[src/rtl/ring_token_monitor.sv]
// Receive-side checker for a one-hot rotating ring: encodes the token index, verifies every step, counts revolutions.
// Optional feature macro RING_MON_REVCOUNT_EN: when undefined, revs is tied to zero and wrap detection is removed.
module ring_token_monitor #(
    parameter int WIDTH = 8,
    parameter int REV_W = 8
) (
    input  logic                     clk,
    input  logic                     rst,
    input  logic [WIDTH-1:0]         ring,
    input  logic                     shift,
    input  logic                     clr,
    output logic [$clog2(WIDTH)-1:0] idx,
    output logic                     valid,
    output logic                     err,
    output logic [1:0]               err_code,
    output logic [REV_W-1:0]         revs
);

    localparam int IW = $clog2(WIDTH);

    localparam logic [1:0] ERR_NONE   = 2'b00;
    localparam logic [1:0] ERR_ONEHOT = 2'b01;
    localparam logic [1:0] ERR_STEP   = 2'b10;
    localparam logic [1:0] ERR_MOVED  = 2'b11;

    typedef enum logic [1:0] {
        ST_SYNC  = 2'd0,
        ST_TRACK = 2'd1,
        ST_FAULT = 2'd2
    } state_t;

    function automatic logic f_onehot(input logic [WIDTH-1:0] v);
        return (v != '0) && ((v & (v - WIDTH'(1))) == '0);
    endfunction

    function automatic logic [IW-1:0] f_encode(input logic [WIDTH-1:0] v);
        logic [IW-1:0] e;
        e = '0;
        for (int i = 0; i < WIDTH; i++) begin
            if (v[i]) begin
                e = IW'(i);
            end else begin
                e = e;
            end
        end
        return e;
    endfunction

    state_t          r_state;
    state_t          w_state_nxt;
    logic            r_shift_d;
    logic [IW-1:0]   r_idx;
    logic            r_valid;
    logic            r_err;
    logic [1:0]      r_code;
    logic [IW-1:0]   w_idx_nxt;
    logic            w_valid_nxt;
    logic            w_err_nxt;
    logic [1:0]      w_code_nxt;
    logic            w_onehot;
    logic [IW-1:0]   w_enc;
    logic [IW-1:0]   w_idx_inc;
    logic [1:0]      w_fault_code;
    logic            w_fault;

    assign w_onehot  = f_onehot(ring);
    assign w_enc     = f_encode(ring);
    assign w_idx_inc = r_idx + IW'(1);
    assign w_fault   = (w_fault_code != ERR_NONE);

    // TRACK-state checks in priority order; only meaningful while tracking
    always_comb begin
        if (!w_onehot) begin
            w_fault_code = ERR_ONEHOT;
        end else if (r_shift_d && (w_enc != w_idx_inc)) begin
            w_fault_code = ERR_STEP;
        end else if (!r_shift_d && (w_enc != r_idx)) begin
            w_fault_code = ERR_MOVED;
        end else begin
            w_fault_code = ERR_NONE;
        end
    end

    // State and shift-delay registers
    always_ff @(posedge clk or posedge rst) begin
        if (rst) begin
            r_state   <= ST_SYNC;
            r_shift_d <= 1'b0;
        end else begin
            r_state   <= w_state_nxt;
            r_shift_d <= shift;
        end
    end

    // Next-state logic; clr overrides any fault seen in the same cycle
    always_comb begin
        w_state_nxt = r_state;
        if (clr) begin
            w_state_nxt = ST_SYNC;
        end else begin
            case (r_state)
                ST_SYNC:  w_state_nxt = w_onehot ? ST_TRACK : ST_SYNC;
                ST_TRACK: w_state_nxt = w_fault ? ST_FAULT : ST_TRACK;
                ST_FAULT: w_state_nxt = ST_FAULT;
                default:  w_state_nxt = ST_SYNC;
            endcase
        end
    end

    // Next values of the registered outputs; idx freezes on a fault and across clr
    always_comb begin
        w_idx_nxt   = r_idx;
        w_valid_nxt = r_valid;
        w_err_nxt   = r_err;
        w_code_nxt  = r_code;
        if (clr) begin
            w_valid_nxt = 1'b0;
            w_err_nxt   = 1'b0;
            w_code_nxt  = ERR_NONE;
        end else begin
            case (r_state)
                ST_SYNC: begin
                    if (w_onehot) begin
                        w_idx_nxt   = w_enc;
                        w_valid_nxt = 1'b1;
                    end else begin
                        w_valid_nxt = 1'b0;
                    end
                end
                ST_TRACK: begin
                    if (w_fault) begin
                        w_valid_nxt = 1'b0;
                        w_err_nxt   = 1'b1;
                        w_code_nxt  = w_fault_code;
                    end else begin
                        w_idx_nxt   = w_enc;
                        w_valid_nxt = 1'b1;
                    end
                end
                ST_FAULT: begin
                    w_valid_nxt = 1'b0;
                    w_err_nxt   = 1'b1;
                end
                default: begin
                    w_valid_nxt = 1'b0;
                end
            endcase
        end
    end

    // Output registers
    always_ff @(posedge clk or posedge rst) begin
        if (rst) begin
            r_idx   <= '0;
            r_valid <= 1'b0;
            r_err   <= 1'b0;
            r_code  <= ERR_NONE;
        end else begin
            r_idx   <= w_idx_nxt;
            r_valid <= w_valid_nxt;
            r_err   <= w_err_nxt;
            r_code  <= w_code_nxt;
        end
    end

    assign idx      = r_idx;
    assign valid    = r_valid;
    assign err      = r_err;
    assign err_code = r_code;

`ifdef RING_MON_REVCOUNT_EN
    logic             w_wrap;
    logic [REV_W-1:0] r_revs;
    logic [REV_W-1:0] w_revs_nxt;

    // A wrap is a verified shift step from the last position back to zero
    assign w_wrap = (r_state == ST_TRACK) && !w_fault && r_shift_d &&
                    (r_idx == IW'(WIDTH - 1)) && (w_enc == '0);

    // Saturating revolution count; clr wins over a same-cycle wrap
    always_comb begin
        w_revs_nxt = r_revs;
        if (clr) begin
            w_revs_nxt = '0;
        end else if (w_wrap && (r_revs != '1)) begin
            w_revs_nxt = r_revs + REV_W'(1);
        end else begin
            w_revs_nxt = r_revs;
        end
    end

    // Revolution counter register
    always_ff @(posedge clk or posedge rst) begin
        if (rst) begin
            r_revs <= '0;
        end else begin
            r_revs <= w_revs_nxt;
        end
    end

    assign revs = r_revs;
`else
    assign revs = '0;
`endif

endmodule

[config.mk]
export PLATFORM = sky130hd
export DESIGN_NAME = ring_token_monitor
export DESIGN_NICKNAME = d
export VERILOG_FILES = /design/src/rtl/ring_token_monitor.sv
export SDC_FILE = /design/constraint.sdc
export NUM_CORES = 1
export LEC_CHECK = 0
export BUFFER_PORTS_ARGS = -buffer_cell sky130_fd_sc_hd__clkbuf_2
export CAP_MARGIN = 20
export CORE_MARGIN = 2
export CORE_UTILIZATION = 49
export CTS_CLUSTER_DIAMETER = 60
export DETAILED_ROUTE_END_ITERATION = 8
export GPL_ROUTABILITY_DRIVEN = 0
export PLACE_DENSITY_LB_ADDON = 0.08
export SLEW_MARGIN = 20
export SYNTH_ARGS = -nofsm -noshare
export SYNTH_HDL_FRONTEND = slang
export SYNTH_SLANG_ARGS = --single-unit
[constraint.sdc]
create_clock -name clk -period 2.44 [get_ports clk]
set_input_delay 0.122 -clock clk [delete_from_list [all_inputs] [get_ports clk]]
set_output_delay 0.122 -clock clk [all_outputs]
set_load 0.02 [all_outputs]
==> results of run 1 <==
[timing repair]
action | CTS | global route
setup endpoints to repair | 0 | 2
gates resized for setup | 0 | 1
endpoints found under the hold margin | 11 | 0
hold buffers | 2 | 0
setup buffers | 0 | 1
[worst max-delay path, delay by kind of cell (launching register included)]
kind,cells,cell delay (ns)
AOI/OAI and AO/OA,3,0.48
muxes,2,0.61
adders and majority gates,1,0.35
and+or+nand+nor,1,0.34
DFF,1,0.41
[routing by layer]
metal / up-vias / global-route usage / wire [um]
li1: 374 / - / -
met1: 324 / 0.259 / 840
met2: 17 / 0.313 / 841
met3: 2 / 0.0714 / 86
met4: 0 / 0.0176 / 10
met5: - / 0 / 0
[cell usage in the layout, fill, tap and decap left out, drive strengths merged, types with 5 or more instances in the layout]
master	count
inv	8
dfrtp	10
conb	8
nor2	10
a21oi	7
clkbuf	22
o21ai	5
[flip-flops by register name, summed over array words and instances (netlist names)]
| name | cells |
|---|---|
| r_shift_d | 1 |
| valid | 1 |
| r_state | 2 |
| idx | 3 |
| err | 1 |
| err_code | 2 |
[final cells by class]
| type | instances | area (sq um) |
|---|---|---|
| fillers | 163 | 679 |
| multi-input cells | 73 | 528 |
| flip-flops and latches | 10 | 250 |
| repair buffers | 22 | 125 |
| clock buffers | 4 | 36.3 |
| inverters | 8 | 30.0 |
| well taps | 17 | 21.3 |
[worst paths after layout]
path | end | slack (ns) | depth (start not counted) | from
max in group asynchronous | idx[0]$_DFFE_PP0P_ | 1.81 | 3 | rst
min in group asynchronous | idx[1]$_DFFE_PP0P_ | 0.35 | 3 | rst
worst max register to register | idx[1]$_DFFE_PP0P_ | 0.14 | 7 | idx[0]$_DFFE_PP0P_
worst min register to register | err$_DFFE_PP0P_ | 0.56 | 2 | err$_DFFE_PP0P_
worst max-delay path | idx[1]$_DFFE_PP0P_ | 0.14 | 7 | idx[0]$_DFFE_PP0P_
worst min-delay path | r_state[1]$_DFF_PP0_ | 0.07 | 2 | clr
[where the power goes]
group          switching, uW  total (uW)  internal [uW]
logic                    118         213           94.6
registers               16.0         195            180
clock network           60.8         151           90.7
[kinds of logic (layout without fill, tap and decap cells)]
kind of cell               after synthesis  in the layout
buffers and inverters                   17             34
adders and majority gates                1              1
AOI/OAI and AO/OA                       25             25
muxes                                    5              5
other                                    1              8
DFF                                     10             10
xor gates and xnor gates                 2              2
and+or+nand+nor                         32             32
[per-stage QoR]
| stage | utilization | total power, uW | hold WS, ns | worst slack, ns |
|---|---|---|---|---|
| after CTS | 0.586 | 560 | 0.0514 | 0.129 |
| after floorplan | - | 352 | -0.0378 | 0.168 |
| after global placement | 0.552 | 396 | 0.0977 | 0.194 |
| after detailed placement | 0.552 | 400 | 0.104 | 0.134 |
| after global routing | 0.593 | 600 | 0.0588 | 0.0108 |
| final | 0.593 | 560 | 0.0662 | 0.136 |
==> flow_metrics.py, run 1 <==
metrics = {
    "outcome": {
        "outcome": "complete, no violations",
    },
    "logic_synthesis": {
        "synthSimpleGateAreaFrac": 0.236,
        "muxShareOfSynthArea": 0.0767,
        "synth_compound_area_frac": 0.233,
        "synth_fa_ha_area_frac": 0.0147,
        "yosysTopAreaCellShare": 0.295,
        "seq_area_frac_synth": 0.295,
        "synthFlopType": "dfrtp_1",
        "synthArstFlopShare": 1.00,
        "ys_types": 40,
        "synth_xor_area_frac": 0.0206,
        "syn_avg_cell_area_sq_um": 9.12,
        "synth_area_leader_cell": "dfrtp_1",
        "yosys_warnings": 0,
        "ys_ff_latch": 10,
        "synth_cells": 93,
        "synth_top_family_by_area": "simple AND/OR/NAND/NOR gates",
        "synth_common_cells": "dfrtp_1, nor2_1, buf_4, inv_1, a21oi_1",
        "ys_top_cells_by_area": "dfrtp_1, buf_4, o211ai_4",
        "netlist_area_sq_um": 848,
        "synth-edff-count": 0,
    },
    "timing": {
        "setup_viol": 0,
        "finalClockSkew_ns": 0.0110,
        "hold_viol_final": 0,
        "rsz0062_at_grt": "no",
        "worst_pin_slew_ns": 0.551,
        "clock.fmax_mhz": 434,
        "layout_min_cycle_time_ns": 2.30,
        "finalCritPeriodShare": 0.944,
        "finalSetupTns_ns": 0,
        "max-slew-margin-rel": 0.633,
        "slew_viol_final": 0,
    },
    "routing": {
        "routed_via_density": 5.35,
        "routedWlPerCell_um": 13.3,
        "drtIter0Drc": 7,
        "wirelength_um": 1780,
        "drcViolationCount": 0,
        "drtPass1Iterations": 4,
        "ant_nets": 0,
        "vias": 717,
    },
    "place": {
        "dp_hpwl_um": 1360,
        "place_area_sq_um": 922,
        "placed_cells": 127,
        "portBuffers": 18,
    },
    "clocking": {
        "htreeDepth": 1,
        "cts.clk_slew.worst_paths_ns": 0.07,
        "cts_buffers": 3,
        "insertion_delay_ns": 0.27,
        "cts.sinks": 10,
        "cts_tree": "yes",
        "ctsLongestPathBuffers": 2,
        "root_buffer": "clkbuf_4",
    },
    "die": {
        "dieHeight_um": 45.6,
        "die_x_um": 45.6,
        "core_area_sq_um": 1670,
        "dieArea_sq_um": 2080,
        "initial_core_util": 0.508,
        "io_pins": 27,
        "rows": 15,
    },
    "worst_setup_path": {
        "path_class": "reg2reg",
        "cp_data_required_time_ns": 2.60,
        "slowest_delay_ns": 0.41,
        "cp_slowest_cell": "dfrtp_1",
        "crit_chain": "ha_1 -> or3_4 -> a211oi_2 -> o31ai_1 -> mux2i_2 -> o211ai_4 -> mux2_4",
        "startpoint_type": "flip-flop",
        "critical_path_arrival_ns": 2.47,
        "end_kind": "flip-flop",
        "worstPathMaxFanout": 5,
    },
    "power": {
        "vdd_drop_max_mv": 0.408,
        "p_leak_uw": 0.000493,
        "powerDensity_nw_per_um2": 565,
    },
    "global_route": {
        "antenna_found_initial": 0,
        "grt_pass1_wl_um": 2900,
        "track_usage": 0.195,
        "overflow": 0,
        "grt_pass1_vias": 660,
        "grt_start_max_net_pins": 11,
    },
    "layout": {
        "stdcell_area_sq_um": 991,
        "nets": 131,
        "antenna_cells": 0,
        "drive_gt1_frac": 0.350,
        "syn2layout_area_growth_pct": 16.8,
        "layoutNonFillerInstCount": 134,
    },
    "hold_path": {
        "hold_path_class": "in2reg",
    },
    "job": {
        "maxCapViolations": 0,
    },
}
No activity file was read; power rests on OpenSTA's default activity.
==> run 2: changes to the inputs <==
--- a/config.mk
+++ b/config.mk
@@ -7,7 +7,7 @@
 export LEC_CHECK = 0
 export BUFFER_PORTS_ARGS = -buffer_cell sky130_fd_sc_hd__clkbuf_2
 export CAP_MARGIN = 20
-export CORE_MARGIN = 2
+export CORE_MARGIN = 3
 export CORE_UTILIZATION = 49
 export CTS_CLUSTER_DIAMETER = 60
 export DETAILED_ROUTE_END_ITERATION = 8
==> run 2 against run 1 <==
  * Clock skew down 0.0063 ns
  * Register-to-register slack about the same
  * Combinational power down 5%
  * Maximum frequency down 0.50%
  * Critical path type unchanged
  * Critical endpoint unchanged
  * Largest cell class unchanged
==> flow_metrics.py, run 2 (synthesized netlist as in run 1, its figures left out) <==
metrics = {
    "place": {
        "placed_cells": 126,
        "place_area_sq_um": 921,
        "dp_hpwl_um": 1350,
        "portBuffers": 18,
    },
    "routing": {
        "vias": 732,
        "routedWlPerCell_um": 12.8,
        "drtPass1Iterations": 4,
        "routed_via_density": 5.55,
        "ant_nets": 0,
        "drcViolationCount": 0,
        "drtIter0Drc": 12,
        "wirelength_um": 1680,
    },
    "global_route": {
        "grt_pass1_wl_um": 2830,
        "grt_start_max_net_pins": 11,
        "overflow": 0,
        "antenna_found_initial": 0,
        "track_usage": 0.179,
        "grt_pass1_vias": 663,
    },
    "power": {
        "vdd_drop_max_mv": 0.419,
        "p_leak_uw": 0.000487,
        "powerDensity_nw_per_um2": 555,
    },
    "worst_setup_path": {
        "critical_path_arrival_ns": 2.46,
        "r2r_start": "idx[0]$_DFFE_PP0P_",
        "cp_slowest_cell": "dfrtp_1",
        "reg2reg_to": "idx[1]$_DFFE_PP0P_",
        "r2r_setup_slack_ns": 0.12,
        "cp_data_required_time_ns": 2.58,
        "crit_start": "idx[0]$_DFFE_PP0P_",
        "path_class": "reg2reg",
        "end_kind": "flip-flop",
        "reg2regPathDepth": 7,
        "worstPathMaxFanout": 5,
        "critPathTopFamily": "multiplexers",
        "slowest_delay_ns": 0.42,
        "crit_chain": "ha_1 -> or3_4 -> a211oi_1 -> o31ai_1 -> mux2i_2 -> o211ai_4 -> mux2_4",
        "cp.buffers_inverters": 0,
        "startpoint_type": "flip-flop",
    },
    "clocking": {
        "cts_resized": 0,
        "ctsLongestPathBuffers": 2,
        "root_buffer": "clkbuf_4",
        "cts_buffers": 3,
        "htreeDepth": 1,
        "cts.clk_slew.worst_paths_ns": 0.06,
        "insertion_delay_ns": 0.26,
        "cts_tree": "yes",
        "cts.sinks": 10,
    },
    "layout": {
        "largest_reg_flops": 3,
        "nets": 130,
        "drive_gt1_frac": 0.336,
        "layout_common_cells": "clkbuf_2, nor2_1, dfrtp_1, inv_1, conb_1",
        "final_common_cell": "clkbuf_2",
        "stdcell_area_sq_um": 977,
        "syn2layout_area_growth_pct": 15.2,
        "layoutNonFillerInstCount": 132,
        "antenna_cells": 0,
    },
    "timing": {
        "hold_viol_final": 0,
        "rsz0062_at_grt": "no",
        "max-slew-margin-rel": 0.651,
        "finalClockSkew_ns": 0.00463,
        "finalCritPeriodShare": 0.949,
        "finalSetupTns_ns": 0,
        "slew_viol_final": 0,
        "clock.fmax_mhz": 432,
        "worst_pin_slew_ns": 0.523,
        "layout_min_cycle_time_ns": 2.32,
        "setup_viol": 0,
    },
    "die": {
        "dieHeight_um": 47.6,
        "core_area_sq_um": 1560,
        "initial_core_util": 0.544,
        "io_pins": 27,
        "die_x_um": 47.6,
        "rows": 14,
        "dieArea_sq_um": 2270,
    },
    "hold_path": {
        "hold_path_end": "r_state[1]$_DFF_PP0_",
        "min-delay-start": "clr",
        "hold_depth": 2,
        "hold_path_class": "in2reg",
    },
    "job": {
        "maxCapViolations": 0,
    },
    "outcome": {
        "outcome": "complete, no violations",
    },
}
run 2: timing repair:
item / 4_1_cts / 5_1_grt
setup buffers: 0 / 0
hold buffers: 2 / 0
hold endpoints to repair: 11 / 0
run 2: cell type report:
type	instances	area, sq um
Multi-Input combinational cell	73	523
Fill cell	134	582
Tap cell	16	20.0
Timing Repair Buffer	21	118
Clock buffer	4	36.3
Sequential cell	10	250
Inverter	8	30.0
run 2: through the flow:
stage | utilization | worst slack, ns | hold slack (ns) | total power, uW
6_report | 0.627 | 0.124 | 0.0785 | 543
5_1_grt | 0.627 | 0.00294 | 0.0625 | 589
4_1_cts | 0.627 | 0.122 | 0.0665 | 549
3_5_place_dp | 0.591 | 0.142 | 0.100 | 399
3_3_place_gp | 0.591 | 0.196 | 0.102 | 395
2_1_floorplan | - | 0.168 | -0.0378 | 352
run 2: how the worst max path moves through the flow:
stage	to	slack, ns	cells past startpoint
2_1_floorplan	idx[1]$_DFFE_PP0P_	0.17	7
3_3_place_gp	idx[1]$_DFFE_PP0P_	0.20	7
3_5_place_dp	idx[1]$_DFFE_PP0P_	0.14	7
4_1_cts	idx[1]$_DFFE_PP0P_	0.12	7
5_1_grt	idx[2]$_DFFE_PP0P_	0.003	7
6_report	idx[1]$_DFFE_PP0P_	0.12	7
run 2: metal layers:
layer  track usage  share of wire  vias to the layer above  routed length, um
met3        0.0677          0.059                        0                100
met5             0              0                        -                  0
met4        0.0323              0                        0                  0
li1              -              -                      369                  -
met1         0.247           0.46                      346                778
met2         0.270           0.48                       17                805
run 2: power breakdown:
part / switching (uW) / internal (uW)
clock network: 53.7 / 90.5
registers: 15.8 / 180
logic: 113 / 90.3
==> run 3: changes to the inputs <==
--- a/config.mk
+++ b/config.mk
@@ -9,6 +9,7 @@
 export CAP_MARGIN = 20
 export CORE_MARGIN = 3
 export CORE_UTILIZATION = 49
+export CTS_BUF_LIST = sky130_fd_sc_hd__clkbuf_16
 export CTS_CLUSTER_DIAMETER = 60
 export DETAILED_ROUTE_END_ITERATION = 8
 export GPL_ROUTABILITY_DRIVEN = 0
==> run 3 against run 2 <==
  * Maximum frequency about the same
  * Hold slack improved by 0.033 ns
  * Utilization increased by 2.7 points
  * Setup slack better by 0.0021 ns
  * Die area did not move
  * First-iteration DRC count fell by 25%
  * Final cell count did not move
  * Sequential power about the same
  * Critical path type unchanged
  * Highest routed layer unchanged
==> flow_metrics.py, run 3 (synthesized netlist as in run 1, its figures left out) <==
metrics = {
    "worst_setup_path": {
        "worstPathMaxFanout": 5,
        "cp_slowest_cell": "dfrtp_1",
        "cp.buffers_inverters": 0,
        "critPathTopFamily": "multiplexers",
        "slowest_delay_ns": 0.41,
        "path_class": "reg2reg",
        "cp_data_required_time_ns": 2.55,
        "crit_start": "idx[0]$_DFFE_PP0P_",
        "end_kind": "flip-flop",
        "r2r_start": "idx[0]$_DFFE_PP0P_",
        "crit_chain": "ha_1 -> or3_4 -> a211oi_1 -> o31ai_1 -> mux2i_2 -> o211ai_4 -> mux2_4",
        "startpoint_type": "flip-flop",
        "critical_path_arrival_ns": 2.43,
    },
    "clocking": {
        "root_buffer": "clkbuf_16",
        "postCtsSetupBuffers": 0,
        "cts_buffers": 3,
        "cts_resized": 0,
        "cts_tree": "yes",
        "insertion_delay_ns": 0.23,
        "cts.sinks": 10,
        "ctsLongestPathBuffers": 2,
        "htreeDepth": 1,
        "cts.clk_slew.worst_paths_ns": 0.04,
    },
    "timing": {
        "layout_min_cycle_time_ns": 2.31,
        "worst_pin_slew_ns": 0.523,
        "setup_viol": 0,
        "clock.fmax_mhz": 432,
        "slew_viol_final": 0,
        "max-slew-margin-rel": 0.651,
        "finalClockSkew_ns": 0.000917,
        "finalCritPeriodShare": 0.948,
        "rsz0062_at_grt": "no",
        "finalSetupTns_ns": 0,
        "hold_viol_final": 0,
    },
    "power": {
        "switching_share": 0.290,
        "clkPwrFrac": 0.416,
        "fin_total_pwr_uw": 683,
        "p_leak_uw": 0.000505,
        "vdd_drop_max_mv": 0.678,
        "pwr-share-seq": 0.287,
        "powerDensity_nw_per_um2": 670,
        "p_int_uw": 485,
        "combPwrFrac": 0.297,
        "power.switching_uw": 198,
    },
    "hold_path": {
        "min-delay-start": "clr",
        "hold_path_class": "in2reg",
    },
    "routing": {
        "drtIter0Drc": 9,
        "routedWlPerCell_um": 12.8,
        "wirelength_um": 1680,
        "vias": 726,
        "routed_via_density": 5.50,
        "ant_nets": 0,
        "drtPass1Iterations": 4,
        "drcViolationCount": 0,
    },
    "place": {
        "portBuffers": 18,
        "dp_hpwl_um": 1350,
    },
    "die": {
        "core_area_sq_um": 1560,
        "io_pins": 27,
        "rows": 14,
        "die_x_um": 47.6,
        "initial_core_util": 0.544,
        "dieArea_sq_um": 2270,
        "dieHeight_um": 47.6,
    },
    "global_route": {
        "grt_pass1_wl_um": 2810,
        "grt_start_max_net_pins": 11,
        "overflow": 0,
        "antenna_found_initial": 0,
        "grt_pass1_vias": 661,
        "track_usage": 0.172,
    },
    "layout": {
        "syn2layout_area_growth_pct": 20.2,
        "final.fill_count": 132,
        "largest_reg_flops": 3,
        "final_common_cell": "clkbuf_2",
        "layout_common_cells": "clkbuf_2, nor2_1, dfrtp_1, inv_1, conb_1",
        "antenna_cells": 0,
        "drive_gt1_frac": 0.328,
        "nets": 130,
    },
    "outcome": {
        "outcome": "complete, no violations",
    },
    "job": {
        "maxCapViolations": 0,
    },
}
## run 3: power groups by stage
stage,registers (uW),clock network [uW],logic (uW)
finish,196,284,203
global route,199,303,227
CTS,197,288,203
detailed placement,199,0,200
global placement,198,0,197
floorplan,215,0,137
## run 3: area by class of cell
class | instances | area (sq um) | area share
clock inverters | 1 | 3.75 | 0.00368
clock buffers | 3 | 75.1 | 0.0736
flip-flops and latches | 10 | 250 | 0.245
well taps | 16 | 20.0 | 0.0196
repair buffers | 21 | 118 | 0.115
inverters | 8 | 30.0 | 0.0294
multi-input cells | 73 | 523 | 0.513
## run 3: stage by stage
| step | util | setup slack (ns) | hold slack (ns) | area, sq um | std cells |
|---|---|---|---|---|---|
| after floorplan | - | 0.168 | -0.0378 | 875 | 100 |
| after global placement | 0.591 | 0.196 | 0.102 | 921 | 126 |
| final | 0.654 | 0.126 | 0.112 | 1020 | 132 |
| after CTS | 0.654 | 0.125 | 0.106 | 1020 | 132 |
| after global routing | 0.654 | 0.00762 | 0.117 | 1020 | 132 |
| after detailed placement | 0.591 | 0.142 | 0.100 | 921 | 126 |
## run 3: path summary, 6_finish.rpt
| kind | endpoint | slack, ns | cells past startpoint |
|---|---|---|---|
| max | idx[1]$_DFFE_PP0P_ | 0.13 | 7 |
| min | r_state[1]$_DFF_PP0_ | 0.11 | 2 |
| min reg2reg | err$_DFFE_PP0P_ | 0.58 | 2 |
| max in group asynchronous | r_state[1]$_DFF_PP0_ | 1.77 | 3 |
| max reg2reg | idx[1]$_DFFE_PP0P_ | 0.13 | 7 |
| min in group asynchronous | idx[1]$_DFFE_PP0P_ | 0.40 | 3 |
## run 3: repair_timing
action                                  4_1_cts  5_1_grt
endpoints found under the setup margin        0        0
hold endpoints to repair                     11        0
hold buffers                                  2        0
## run 3: per-layer routing
layer	share of wire	wire [um]	GRT usage
met1	0.46	780	0.248
met2	0.48	804	0.270
met3	0.058	98	0.0564
met4	0	0	0
met5	0	0	0
